--- src/rtl/alu_cmd_pkg.sv ---
// alu_cmd_pkg: shared op/state encodings and default width for the ALU command responder.
package alu_cmd_pkg;
    localparam int DEF_WIDTH = 4;
    typedef enum logic [1:0] {OP_ADD = 2'b00, OP_SUB = 2'b01, OP_CMP = 2'b10, OP_AND = 2'b11} op_e;
    typedef enum logic [1:0] {IDLE = 2'b00, EXEC = 2'b01, RESP = 2'b10} state_e;
endpackage

--- src/rtl/alu_core_comb.sv ---
// alu_core_comb: combinational 4-op ALU datapath (add, sub, compare, and).
module alu_core_comb
    import alu_cmd_pkg::*;
#(
    parameter int WIDTH = DEF_WIDTH
) (
    input  op_e              op,
    input  logic [WIDTH-1:0] a,
    input  logic [WIDTH-1:0] b,
    output logic [WIDTH-1:0] result,
    output logic             carry,
    output logic             agtb,
    output logic             aeqb,
    output logic             bgta
);
    logic [WIDTH:0] sum, diff;
    assign sum  = {1'b0, a} + {1'b0, b};
    // top bit of a + ~b + 1 is the no-borrow flag
    assign diff = {1'b0, a} + {1'b0, ~b} + (WIDTH+1)'(1);
    always_comb begin
        result = op == OP_ADD ? sum[WIDTH-1:0] : op == OP_SUB ? diff[WIDTH-1:0] : op == OP_AND ? (a & b) : '0;
        carry  = op == OP_ADD ? sum[WIDTH] : op == OP_SUB ? diff[WIDTH] : 1'b0;
        agtb   = op == OP_CMP && a > b;
        aeqb   = op == OP_CMP && a == b;
        bgta   = op == OP_CMP && b > a;
    end
endmodule

--- src/rtl/alu_cmd_responder.sv ---
// alu_cmd_responder: valid/ready front-end to alu_core_comb (IDLE -> EXEC -> RESP).
// Define ALU_OPCOUNT_EN to enable the saturating completed-response counter on op_count.
module alu_cmd_responder
    import alu_cmd_pkg::*;
#(
    parameter int WIDTH = DEF_WIDTH,
    parameter int CNT_W = 8
) (
    input  logic             clk,
    input  logic             rst,
    input  logic             req_valid,
    output logic             req_ready,
    input  logic             req_s0,
    input  logic             req_s1,
    input  logic [WIDTH-1:0] req_a,
    input  logic [WIDTH-1:0] req_b,
    output logic             rsp_valid,
    input  logic             rsp_ready,
    output logic [1:0]       rsp_op,
    output logic [WIDTH-1:0] rsp_result,
    output logic             rsp_carry,
    output logic             rsp_agtb,
    output logic             rsp_aeqb,
    output logic             rsp_bgta,
    output logic             busy,
    output logic [CNT_W-1:0] op_count
);
    state_e           state, state_nx;
    op_e              op_q;
    logic [WIDTH-1:0] a_q, b_q, c_res;
    logic             c_carry, c_agtb, c_aeqb, c_bgta;

    always_comb begin
        state_nx  = state == IDLE ? (req_valid ? EXEC : IDLE) :
                    state == EXEC ? RESP : (rsp_ready ? IDLE : RESP);
        req_ready = state == IDLE;
        rsp_valid = state == RESP;
        busy      = state != IDLE;
    end

    always_ff @(posedge clk) begin
        if (rst) begin
            state <= IDLE;
            op_q  <= OP_ADD;
            a_q   <= '0;
            b_q   <= '0;
        end else begin
            state <= state_nx;
            if (req_valid && req_ready) begin
                op_q <= op_e'({req_s1, req_s0});
                a_q  <= req_a;
                b_q  <= req_b;
            end
        end
    end

    alu_core_comb #(.WIDTH(WIDTH)) u_core (
        .op(op_q), .a(a_q), .b(b_q), .result(c_res),
        .carry(c_carry), .agtb(c_agtb), .aeqb(c_aeqb), .bgta(c_bgta)
    );

    always_ff @(posedge clk) begin
        if (rst) begin
            rsp_op     <= '0;
            rsp_result <= '0;
            rsp_carry  <= 1'b0;
            rsp_agtb   <= 1'b0;
            rsp_aeqb   <= 1'b0;
            rsp_bgta   <= 1'b0;
        end else if (state == EXEC) begin
            rsp_op     <= op_q;
            rsp_result <= c_res;
            rsp_carry  <= c_carry;
            rsp_agtb   <= c_agtb;
            rsp_aeqb   <= c_aeqb;
            rsp_bgta   <= c_bgta;
        end
    end

`ifdef ALU_OPCOUNT_EN
    logic [CNT_W-1:0] cnt;
    always_ff @(posedge clk) begin
        if (rst) cnt <= '0;
        else if (rsp_valid && rsp_ready && cnt != '1) cnt <= cnt + 1'b1;
    end
    assign op_count = cnt;
`else
    assign op_count = '0;
`endif
endmodule
--- config.mk ---
export PLATFORM = sky130hd
export DESIGN_NAME = alu_cmd_responder
export DESIGN_NICKNAME = d
export VERILOG_FILES = /design/src/rtl/alu_cmd_pkg.sv /design/src/rtl/alu_core_comb.sv /design/src/rtl/alu_cmd_responder.sv
export SDC_FILE = /design/constraint.sdc
export NUM_CORES = 1
export LEC_CHECK = 0
export ABC_CLOCK_PERIOD_IN_PS = 3600
export BUFFER_PORTS_ARGS = -buffer_cell sky130_fd_sc_hd__buf_4
export CAP_MARGIN = 0
export CELL_PAD_IN_SITES_DETAIL_PLACEMENT = 1
export CELL_PAD_IN_SITES_GLOBAL_PLACEMENT = 1
export CORE_MARGIN = 5
export CORE_UTILIZATION = 40
export CTS_CLUSTER_DIAMETER = 30
export DETAILED_ROUTE_END_ITERATION = 10
export PLACE_DENSITY_LB_ADDON = 0.1
export SLEW_MARGIN = 30
export SYNTH_ARGS = -nofsm -noshare
export SYNTH_HDL_FRONTEND = slang
export SYNTH_SLANG_ARGS = --single-unit
--- constraint.sdc ---
create_clock -name clk -period 3.6 [get_ports clk]
set_clock_uncertainty 0.15 [all_clocks]
set_input_delay 0.72 -clock clk [delete_from_list [all_inputs] [get_ports clk]]
set_output_delay 0.72 -clock clk [all_outputs]
set_load 0.01 [all_outputs]
# Word level (Yosys, flattened, before mapping)
# Index checks and enable logic that the tools add are counted.
# totals
output_inout_bits,21
ff_bits,22
# classes
eq_ne,6
bitwise_logic,2
n_addsub,3
magnitude_cmp,2
n_reduce_logical,7
mux,9
# ops
operator,n
two-way mux 4 bit,3
adder 4 x 4 -> 5 bit,2
greater-than comparator 4 bit,2
equality test 2 bit (second input constant),3
two-way mux 2 bit,3
adder 5 x 1 -> 5 bit (second input constant),1
AND 4 bit,1
equality test 2 x 1 -> 1 bit (second input constant),2
equality test 4 bit,1
logical AND 1 bit,4
logical NOT 2 bit,2
inverter 4 bit,1
two-way mux 1 bit,3
nonzero test 2 bit,1

# Longest topological paths before layout
# logic_depth
depth_word,5
depth_mapped,9
mapped_depth_nobuf,9

# Hierarchy
# A second synthesis with hierarchy kept.
# unflattened
hier_cells,146
hier_area_um2,1266.2
# modules_own_cells
mod,area_each_um2,n_inst,cells_each,seq_area_each_um2
alu_cmd_responder,849.6,1,94,440.4
alu_core_comb,416.6,1,52,0.0

# Least setup slack after synthesis
# No wires, ideal clock.
# synth_path
path_kind,flip-flop to flip-flop
from,register a_q[0]
to,register rsp_result[2]
setup_slack_ps,1891
path_stages_with_launch,10
synth_period_minus_slack_ps,1709
path_buffers,0
t_arrival_ps,1486
cell_sequence,dfxtp_1 -> inv_1 -> ha_1 -> inv_1 -> fa_1 -> nand2_1 -> o21ai_0 -> xnor2_1 -> o21a_1 -> nor3_2
# synth_via
elab_chain_len,4
word_cells_on_any_way,5
cone_classes,add/sub (3); mux (2)
# synth_rtl
element,line_no,text
"start, declared",alu_cmd_responder.sv:30,"logic [WIDTH-1:0] a_q, b_q, c_res;"
"start signal, assigned",alu_cmd_responder.sv:51,a_q <= req_a;
adder 4 x 4 -> 5 bit,alu_core_comb.sv:19,"assign diff = {1'b0, a} + {1'b0, ~b} + (WIDTH+1)'(1);"
adder 5 x 1 -> 5 bit,alu_core_comb.sv:19,
two-way mux 4 bit,alu_core_comb.sv:21,result = op == OP_ADD ? sum[WIDTH-1:0] : op == OP_SUB ? diff[WIDTH-1:0] : op == OP_AND ? (a & b) : '0;
two-way mux 4 bit *,alu_core_comb.sv:21,
"end signal, assigned",alu_cmd_responder.sv:72,rsp_result <= c_res;
"end, declared",alu_cmd_responder.sv:20,"output logic [WIDTH-1:0] rsp_result,"
# Mark *: on every way between the ends. The rest lies on a longest branch, timed or not.
# A chain may end at the register's enable or synchronous reset.

# Worst setup path in the final report
# layout_path
from,register state[0]
to,output busy
# layout_via
elab_chain_len,1
# layout_rtl
element,line_no,text
"start, declared",alu_cmd_responder.sv:28,"state_e state, state_nx;"
"start signal, assigned",alu_cmd_responder.sv:48,state <= state_nx;
nonzero test 2 bit,alu_cmd_responder.sv:38,busy = state != IDLE;
"end, declared",alu_cmd_responder.sv:25,"output logic busy,"
# No other way between the ends.

==> flow_summary_export.csv <==
group,metric,value,unit
floorplanning,initial_core_util,42.26,%
power_and_ir_drop,total_leakage_power,0.6576,nW
setup_path,cp_max_fo,5,
setup_path,worst_stage_delay_on_the_critical_path,0.37,ns
run_status,run_status,"complete, no violations",
sta,worst_pin_slew,0.6416,ns
sta,part_of_the_cycle_the_worst_path_needs,55.06,%
logic_synthesis,synth_async_sr_flop_share,0,%
logic_synthesis,post-synth-top-area-fraction,33.59,%
setup_path,cp-startpoint,"state[0]$_SDFF_PP0_",
floorplanning,die-width,67.26,µm
routing,routed-via-count,1095,
routing,routed_via_density,4.740,
power_and_ir_drop,totalPowerFinal,0.5463,mW
logic_synthesis,ys_dominant_reg_cell,"sky130_fd_sc_hd__dfxtp_1",
logic_synthesis,synth_edf_count,0,
final_layout,layout.cells.most_common_list,"sky130_fd_sc_hd__nand2_1, sky130_fd_sc_hd__buf_4, sky130_fd_sc_hd__dfxtp_1",
logic_synthesis,postSynthCellCount,166,
sta,maxClockFrequency,0.5045,GHz
sta,finalMaxSlewViolations,0,
clock_tree,cts_buffer_depth,2,
logic_synthesis,syn-mean-instance-area,7.899,µm²
clock_tree,cts_max_level,1,
final_layout,stdcell_count,231,
routing,first_iter_violations,28,
global_route,grt_antenna_before_repair,0,
sta,whs,0.3151,ns
setup_path,critPathTopFamily,"flip-flops",
floorplanning,floorplan.io_pins,35,
global_route,globalRouteTotalUtil,14.41,%
global_route,grt_pass1_vias,1129,
setup_path,rr_worst_depth,7,
logic_synthesis,synth_area_leaders,"sky130_fd_sc_hd__dfxtp_1, sky130_fd_sc_hd__ha_1, sky130_fd_sc_hd__nand2_1",
place,total_instance_count_after_detailed_placement,227,
setup_path,cp.depth,3,
flow_run,cap_viol_max_count,0,
clock_tree,tritoncts_clock_tree,"done",
place,numPortBuffers,26,
setup_path,critical_path.cell_chain,"nor2_2 -> inv_1 -> buf_4",
sta,fin_tns_setup,0,ns
setup_path,timing.reg2reg.setup_slack,1.66,ns
logic_synthesis,ys_seq_elements,22,
global_route,first_pass_grt_wire_length,4995,µm
logic_synthesis,synth_seq_area_share,33.59,%
clock_tree,post-cts-setup-buffer-count,0,
final_layout,diodes,0,
routing,firstDrtPassIters,3,
setup_path,timing.setup.critical_path_class,"reg -> out",
final_layout,nNetsFinal,216,
final_layout,final_layout_size_suffix_gt1_share,18.72,%
final_layout,leading_cell_type_in_the_layout_fill_and_taps_excluded,"sky130_fd_sc_hd__nand2_1",
logic_synthesis,synthDominantAreaCellType,"sky130_fd_sc_hd__dfxtp_1",
setup_path,worst_ep_required_time,2.73,ns
place,place_hpwl,2371,µm
sta,grt_setup_unrepaired,"no",
routing,post_route_ant_nets,0,
setup_path,crit_arrival,1.11,ns
setup_path,kind_of_launch_point_of_the_worst_setup_path,"flop",
clock_tree,worst_setup_hold_path_clk_slew,0.13,ns
floorplanning,floorplan.die_area,4523,µm²
setup_path,critical_path.endpoint,"busy",
setup_path,critical_path.reg2reg.endpoint,"rsp_result[2]$_SDFFE_PP0P_",
power_and_ir_drop,irDropWorstVdd,0.1339,mV
floorplanning,core.rowCount,20,
place,gp_congestion,0.7932,
routing,routed_wire_length_per_instance,13.01,µm
final_layout,flow.area_growth_from_synthesis,15.27,%
clock_tree,cts-buffers-inserted,3,
routing,total_wirelength_of_the_detailed_routed_design,3005,µm
setup_path,timing.rr.start,"b_q[1]$_SDFFE_PP0P_",
setup_path,worstSetupEndpointType,"output pin",
sta,finalCriticalPeriod,1.982,ns
clock_tree,clock-sinks,22,
logic_synthesis,ys_types,37,
clock_tree,worstSkewPairLatency,0.31,ns
global_route,global_route.overflow_total,0,
sta,slew-limit-headroom,57.14,%
final_layout,fill_cells,425,
floorplanning,core_area,3103,µm²
logic_synthesis,synth.yosys.warnings,0,
global_route,largest_net_degree_at_the_start_of_global_routing,23,
worst_hold_path,min_path_cells,2,
worst_hold_path,holdCritPathClass,"reg -> reg",
clock_tree,postCtsResizedCells,0,
power_and_ir_drop,power-per-cell-area,361.5,nW/µm²
logic_synthesis,syn_area,1311,µm²
floorplanning,die_outline_height,67.26,µm
setup_path,worst-path-buf-inv,2,
clock_tree,postCtsHoldBufs,0,
setup_path,crit_path_top_delay_cell,"sky130_fd_sc_hd__dfxtp_1",
clock_tree,ctsRootBufferMaster,"sky130_fd_sc_hd__clkbuf_4",
sta,hold_viol_final,0,
routing,drc_errors,0,
sta,finalSetupViolCount,0,
[per-layer routing]
metal | part of all wire (%) | up-vias | GRT usage (%)
met1 | 43 | 502 | 15.87
met3 | 4.4 | 2 | 1.997
met2 | 52 | 23 | 28.22
li1 | - | 568 | -
met4 | 0.63 | 0 | 4.051
met5 | 0 | - | 0
[how the worst min path moves through the flow]
stage,startpoint,endpoint,slack [ns]
after floorplan,b_q[0]$_SDFFE_PP0P_,b_q[0]$_SDFFE_PP0P_,0.32
after global placement,rsp_bgta$_SDFFE_PP0P_,rsp_bgta$_SDFFE_PP0P_,0.29
after detailed placement,rsp_bgta$_SDFFE_PP0P_,rsp_bgta$_SDFFE_PP0P_,0.30
after CTS,rsp_bgta$_SDFFE_PP0P_,rsp_bgta$_SDFFE_PP0P_,0.32
after global routing,rsp_carry$_SDFFE_PP0P_,rsp_carry$_SDFFE_PP0P_,0.35
final,rsp_bgta$_SDFFE_PP0P_,rsp_bgta$_SDFFE_PP0P_,0.32
[cell usage after synthesis (2+ instances only)]
| cell | count |
|---|---|
| sky130_fd_sc_hd__a21oi_1 | 21 |
| sky130_fd_sc_hd__buf_2 | 3 |
| sky130_fd_sc_hd__buf_4 | 9 |
| sky130_fd_sc_hd__buf_6 | 2 |
| sky130_fd_sc_hd__clkbuf_1 | 2 |
| sky130_fd_sc_hd__dfxtp_1 | 22 |
| sky130_fd_sc_hd__fa_1 | 2 |
| sky130_fd_sc_hd__ha_1 | 12 |
| sky130_fd_sc_hd__inv_1 | 14 |
| sky130_fd_sc_hd__mux2i_1 | 2 |
| sky130_fd_sc_hd__nand2_1 | 31 |
| sky130_fd_sc_hd__nor2_1 | 12 |
| sky130_fd_sc_hd__nor2b_1 | 3 |
| sky130_fd_sc_hd__nor3_1 | 3 |
| sky130_fd_sc_hd__o21ai_0 | 6 |
[worst reg2reg max path, delay by kind of cell, from the launching register on]
kind	cells	cell delay [ns]
xor gates and xnor gates	1	0.16
and+or+nand+nor	2	0.21
AOI/OAI and AO/OA	2	0.29
adders and majority gates	1	0.45
DFF	1	0.49
buffers and inverters	1	0.13
[power breakdown]
part	leakage (nW)	internal (mW)	switching (mW)	total (mW)
logic	0.457	0.0554	0.0716	0.127
clock network	0.0210	0.0617	0.0819	0.144
registers	0.180	0.257	0.0183	0.276
total	0.658	0.374	0.172	0.546
[state kept, by name (all words and copies together), names as in the netlist]
name / count
a_q: 4
b_q: 4
op_q: 2
rsp_aeqb: 1
rsp_agtb: 1
rsp_bgta: 1
rsp_carry: 1
rsp_op: 2
rsp_result: 4
state: 2
[layout make-up]
type	instances	area (µm²)	area share (%)
tap	44	55.05	3.642
sequential	22	440.4	29.14
inverter	14	52.55	3.477
multi-input combinational	121	732.0	48.43
timing repair buffer	26	195.2	12.91
clock buffer	4	36.28	2.401
[cell families (layout without fill, tap and decap cells)]
family	count (synthesis)	after routing	share of synthesized area, %
AOI/OAI and AO/OA	37	37	16.51
xor gates and xnor gates	1	1	0.6681
adders and majority gates	14	14	14.50
buffers and inverters	30	44	12.59
DFF	22	22	33.59
muxes	2	2	1.527
other	1	8	0.2860
and+or+nand+nor	59	59	20.33
[per-stage QoR]
stage                     util (%)  instance area (µm²)  setup slack (ns)
after floorplan                  -                 1338             1.891
after global placement       47.54                 1475             1.767
after detailed placement     47.54                 1475             1.692
after CTS                    48.71                 1511             1.614
after global routing         48.71                 1511             1.527
final                        48.71                 1511             1.618
(Power assumes the default switching activity.)
